--- config.mk ---
export PLATFORM = sky130hd
export DESIGN_NAME = seg_word_decoder
export DESIGN_NICKNAME = d
export VERILOG_FILES = /design/src/rtl/seg_word_decoder.sv
export SDC_FILE = /design/constraint.sdc
export NUM_CORES = 1
export LEC_CHECK = 0
export ABC_AREA = 1
export BUFFER_PORTS_ARGS = -buffer_cell sky130_fd_sc_hd__buf_2
export CORE_ASPECT_RATIO = 1.1
export CORE_UTILIZATION = 30
export DETAILED_ROUTE_END_ITERATION = 6
export PLACE_DENSITY_LB_ADDON = 0.1
export SYNTH_ARGS = -nofsm -noshare
export SYNTH_HDL_FRONTEND = slang
export SYNTH_SLANG_ARGS = --single-unit
--- constraint.sdc ---
create_clock -name clock -period 1.64 [get_ports clock]
set_input_delay 0 -clock clock [delete_from_list [all_inputs] [get_ports clock]]
set_output_delay 0 -clock clock [all_outputs]
set_load 0.02 [all_outputs]
--- src/rtl/seg_word_decoder.sv ---
// seg_word_decoder
//   Receive-side decoder for the 7-segment character stream. Each strobed
//   active-low pattern is mapped back to its 2-bit character code
//   (d=00, E=01, 1=10, blank=11). Three digits, HEX2 first, form a word.
//   The committed word is reported together with its rotation of "dE1"
//   and a flag for unrecognised patterns. Framing faults pulse sync_err.
//
// Ports
//   clock        in   system clock, rising edge
//   reset        in   asynchronous, active-high
//   seg_in[6:0]  in   active-low segments g..a, sampled when seg_valid=1
//   seg_valid    in   one-cycle digit strobe
//   frame_start  in   marks the HEX2 digit of a word (qualified by seg_valid)
//   word[5:0]    out  last committed word {HEX2,HEX1,HEX0}
//   word_valid   out  one-cycle pulse when word updates
//   shift[1:0]   out  rotation of word relative to d,E,1; 3 = not a rotation
//   bad_seg      out  last word contained an unrecognised pattern
//   sync_err     out  one-cycle pulse on a framing fault or timeout
module seg_word_decoder #(
  parameter int unsigned TIMEOUT = 255
) (
  input  logic       clock,
  input  logic       reset,
  input  logic [6:0] seg_in,
  input  logic       seg_valid,
  input  logic       frame_start,
  output logic [5:0] word,
  output logic       word_valid,
  output logic [1:0] shift,
  output logic       bad_seg,
  output logic       sync_err
);

  localparam logic [1:0] IDLE = 2'd0;
  localparam logic [1:0] GOT1 = 2'd1;
  localparam logic [1:0] GOT2 = 2'd2;

  // The timer is compared before it increments, so the timeout fires on the
  // idle cycle that would bring it to TIMEOUT. A digit on that same cycle
  // wins because the seg_valid branch is checked first.
  localparam logic [9:0] TIMER_LAST = 10'(TIMEOUT - 1);

  localparam logic [1:0] CODE_D     = 2'b00;
  localparam logic [1:0] CODE_E     = 2'b01;
  localparam logic [1:0] CODE_ONE   = 2'b10;
  localparam logic [1:0] CODE_BLANK = 2'b11;

  logic [1:0] state;
  logic [9:0] timer;
  logic [1:0] hex2;
  logic [1:0] hex1;
  logic       bad_flag;

  logic [1:0] code;
  logic       code_bad;
  logic [5:0] next_word;
  logic [1:0] next_shift;

  always_comb begin
    code     = CODE_BLANK;
    code_bad = 1'b0;
    case (seg_in)
      7'b0100001: code = CODE_D;
      7'b0000110: code = CODE_E;
      7'b1001111: code = CODE_ONE;
      7'b1111111: code = CODE_BLANK;
      default:    code_bad = 1'b1;
    endcase
  end

  // Word as it would be committed if the current digit completes it.
  assign next_word = {hex2, hex1, code};

  always_comb begin
    case (next_word)
      {CODE_D,   CODE_E,   CODE_ONE}: next_shift = 2'd0;
      {CODE_E,   CODE_ONE, CODE_D}:   next_shift = 2'd1;
      {CODE_ONE, CODE_D,   CODE_E}:   next_shift = 2'd2;
      default:                        next_shift = 2'd3;
    endcase
  end

  always_ff @(posedge clock or posedge reset) begin
    if (reset) begin
      state      <= IDLE;
      timer      <= '0;
      hex2       <= CODE_BLANK;
      hex1       <= CODE_BLANK;
      bad_flag   <= 1'b0;
      word       <= 6'b111111;
      word_valid <= 1'b0;
      shift      <= 2'd3;
      bad_seg    <= 1'b0;
      sync_err   <= 1'b0;
    end else begin
      word_valid <= 1'b0;
      sync_err   <= 1'b0;
      case (state)
        IDLE: begin
          timer <= '0;
          if (seg_valid) begin
            if (frame_start) begin
              hex2     <= code;
              bad_flag <= code_bad;
              state    <= GOT1;
            end else begin
              sync_err <= 1'b1;
            end
          end
        end
        GOT1, GOT2: begin
          if (seg_valid) begin
            timer <= '0;
            if (frame_start) begin
              // Resync: drop the partial word, this digit becomes HEX2.
              sync_err <= 1'b1;
              hex2     <= code;
              bad_flag <= code_bad;
              state    <= GOT1;
            end else if (state == GOT1) begin
              hex1     <= code;
              bad_flag <= bad_flag | code_bad;
              state    <= GOT2;
            end else begin
              word       <= next_word;
              shift      <= next_shift;
              bad_seg    <= bad_flag | code_bad;
              word_valid <= 1'b1;
              state      <= IDLE;
            end
          end else if (timer == TIMER_LAST) begin
            sync_err <= 1'b1;
            timer    <= '0;
            state    <= IDLE;
          end else begin
            timer <= timer + 10'd1;
          end
        end
        default: begin
          state <= IDLE;
          timer <= '0;
        end
      endcase
    end
  end

endmodule

==> run_results.csv <==
group,metric,value,unit
cells_and_area,postLayoutCellArea,1760,um2
clocking,cts_made_buffers,3,
detailed_routing,ant_nets,0,
worst_setup_path,critical_path_class,"reg -> reg",
place,gp_congestion,0.770,
worst_setup_path,ff2ff_setup_slack,0.15,ns
timing,setup_viol,0,
global_route,grt_pass1_wl,5330,um
worst_setup_path,crit_path_end_kind,"register",
logic_synthesis,syn_area_per_cell,8.58,um2
clocking,clock_path_buffers,2,
timing,fin_skew,0.00311,ns
clocking,cts_root_buffer,"clkbuf_8",
cells_and_area,drive_gt1_share,31.0,%
floorplan,die_h,76.6,um
cells_and_area,regArea,717,um2
worst_setup_path,path_common_cell,"inv_1",
cells_and_area,syn_to_final_growth,15.7,%
detailed_routing,drcViolationCount,0,
timing,period_share,91.1,%
detailed_routing,wl_per_cell,11.7,um
timing,fin_crit,1.49,ns
min_path,hp-class,"in -> reg",
detailed_routing,viasPerCell,4.51,
floorplan,io_pins,22,
detailed_routing,first_pass_iters,4,
floorplan,die_x,69.8,um
logic_synthesis,synth_area,1520,um2
timing,rsz0062_at_grt,"false",
logic_synthesis,synth_cell_types,27,
detailed_routing,vias,1168,
clocking,htreeDepth,1,
cells_and_area,final_cell_mix,"30 x nor2_1, 30 x nand2_1, 22 x inv_1",
global_route,grt_max_degree,28,
timing,tightest_slew,0.374,ns
clocking,cts_tree,"done",
detailed_routing,drt-total-wl,3030,um
floorplan,num_rows,26,
clocking,cts_sinks,28,
timing,max_slew_margin,74.8,%
logic_synthesis,ys_seq_area_share,47.1,%
worst_setup_path,slowest_delay,0.42,ns
timing,max_freq,669,MHz
global_route,grt_pass1_vias,1208,
timing,hold_viol_final,0,
cells_and_area,multiInputGateArea,696,um2
global_route,antenna_found_initial,0,
timing,drv_slew,0,
clocking,clock_latency,0.27,ns
floorplan,die_area,5350,um2
pwr,ir_drop,0.601,mV
detailed_routing,drtIter0Drc,68,
run_status,status,"finished clean",
pwr,power_density,1340,nW/um2
worst_setup_path,crit_required,1.80,ns
logic_synthesis,synth_nets,194,
place,post-dp-hpwl,2430,um
cells_and_area,nets,221,
worst_setup_path,crit_fanout,5,
timing,finalSetupTns,0,ns
place,numPortBuffers,21,
floorplan,initial_core_util,32.0,%
logic_synthesis,synth_cells,177,
clocking,post_cts_buffers,0,
flow_run,drv_cap,0,
global_route,grtUsageTotal,12.4,%
pwr,leakagePower,0.000833,uW
timing,whs,0.0933,ns
worst_setup_path,worstSetupStartpointType,"register",
clocking,clk_pin_slew_worst_paths,0.09,ns
cells_and_area,fillers,506,
place,post_dp_cell_area,1690,um2
worst_setup_path,cp_cell_sequence,"inv_1, ha_1, inv_1, nor2_2, inv_1, nand4_1, o21ai_0, o21ai_1",
logic_synthesis,yosysWarningCount,0,
worst_setup_path,slowest_stage,"dfrtp_2",
logic_synthesis,ys_ff_latch,28,
cells_and_area,diodes,0,
global_route,globalRouteOverflowTotal,0,
worst_setup_path,critical_path_arrival,1.66,ns
floorplan,core,4750,um2
==> final timing paths <==
kind,from,endpoint,cells after the start
min reg2reg,word[0],word[0],2
min,seg_valid,sync_err,3
max in group asynchronous,reset,word[4],4
min in group asynchronous,reset,timer[7],3
max,state[0],bad_flag,8
max reg2reg,state[0],bad_flag,8
==> sequential cells by signal, indices dropped and copies added, names as in the netlist <==
signal,cells
state,2
word,6
timer,10
hex1,2
bad_seg,1
hex2,2
sync_err,1
shift,2
word_valid,1
bad_flag,1
==> final cells by class <==
| class | instances | area share (%) |
|---|---|---|
| Inverter | 24 | 5.12 |
| Sequential cell | 28 | 40.8 |
| Timing Repair Buffer | 24 | 7.40 |
| Multi-Input combinational cell | 123 | 39.6 |
| Tap cell | 56 | 3.99 |
| Clock buffer | 4 | 3.13 |
==> synthesized netlist by cell type, drive strengths merged <==
cell type / number / area (um2)
nor3b: 3 / 32.5
or2: 1 / 6.26
nor3: 2 / 21.3
a21oi: 7 / 35.0
o211ai: 1 / 7.51
nand3b: 1 / 7.51
xnor2: 2 / 17.5
nand2: 34 / 138
ha: 6 / 75.1
inv: 24 / 90.1
xor2: 3 / 26.3
buf: 2 / 22.5
nand4: 4 / 25.0
nand3: 11 / 65.1
o21ai: 12 / 78.8
dfstp: 12 / 315
nor2: 36 / 155
dfrtp: 16 / 400
==> stage by stage <==
stage	worst slack, ns	power, uW	util, %	instances
floorplan	0.261	1710	-	177
global placement	0.126	1930	35.5	254
detailed placement	0.0714	1940	35.5	254
CTS	0.0532	2370	36.9	259
global route	0.0118	2530	37.0	259
finish	0.146	2350	37.0	259
==> cells by family (layout without fill, tap and decap cells) <==
family,Yosys count,in the layout,share of synthesized area (%)
compound gates,20,20,7.99
xor+xnor,5,5,2.88
fa+ha+maj,6,6,4.94
simple gates,92,92,29.7
flops,28,28,47.1
buf+inv,26,52,7.41
==> what timing repair did <==
action	4_1_cts	5_1_grt
gates resized for setup	0	2
endpoints found under the hold margin	16	0
hold buffers	1	0
setup endpoints to repair	0	3
==> power breakdown <==
part / total [uW] / switching [uW] / leakage [uW] / internal [uW]
Clock: 419 / 205 / 0.0000288 / 215
Combinational: 872 / 568 / 0.000467 / 305
Sequential: 1060 / 106 / 0.000338 / 950
Total: 2350 / 878 / 0.000833 / 1470
==> routing by layer <==
layer  global-route usage [%]  vias to the layer above  share of wire (%)
li1                         -                      612                  -
met1                     15.8                      534                 49
met2                     21.0                       20                 47
met3                     2.12                        2                2.7
met4                     4.20                        0               0.83
met5                        0                        -                  0
==> critical path: cells and delay by family, from the launching register on <==
kind | cells | cell delay (ns)
AO/OA/AOI/OAI | 2 | 0.24
buffers and inverters | 3 | 0.24
flip-flops | 1 | 0.42
AND/OR/NAND/NOR | 2 | 0.16
adder cells (fa/ha/maj) | 1 | 0.34
No activity file was read; power rests on OpenSTA's default activity.
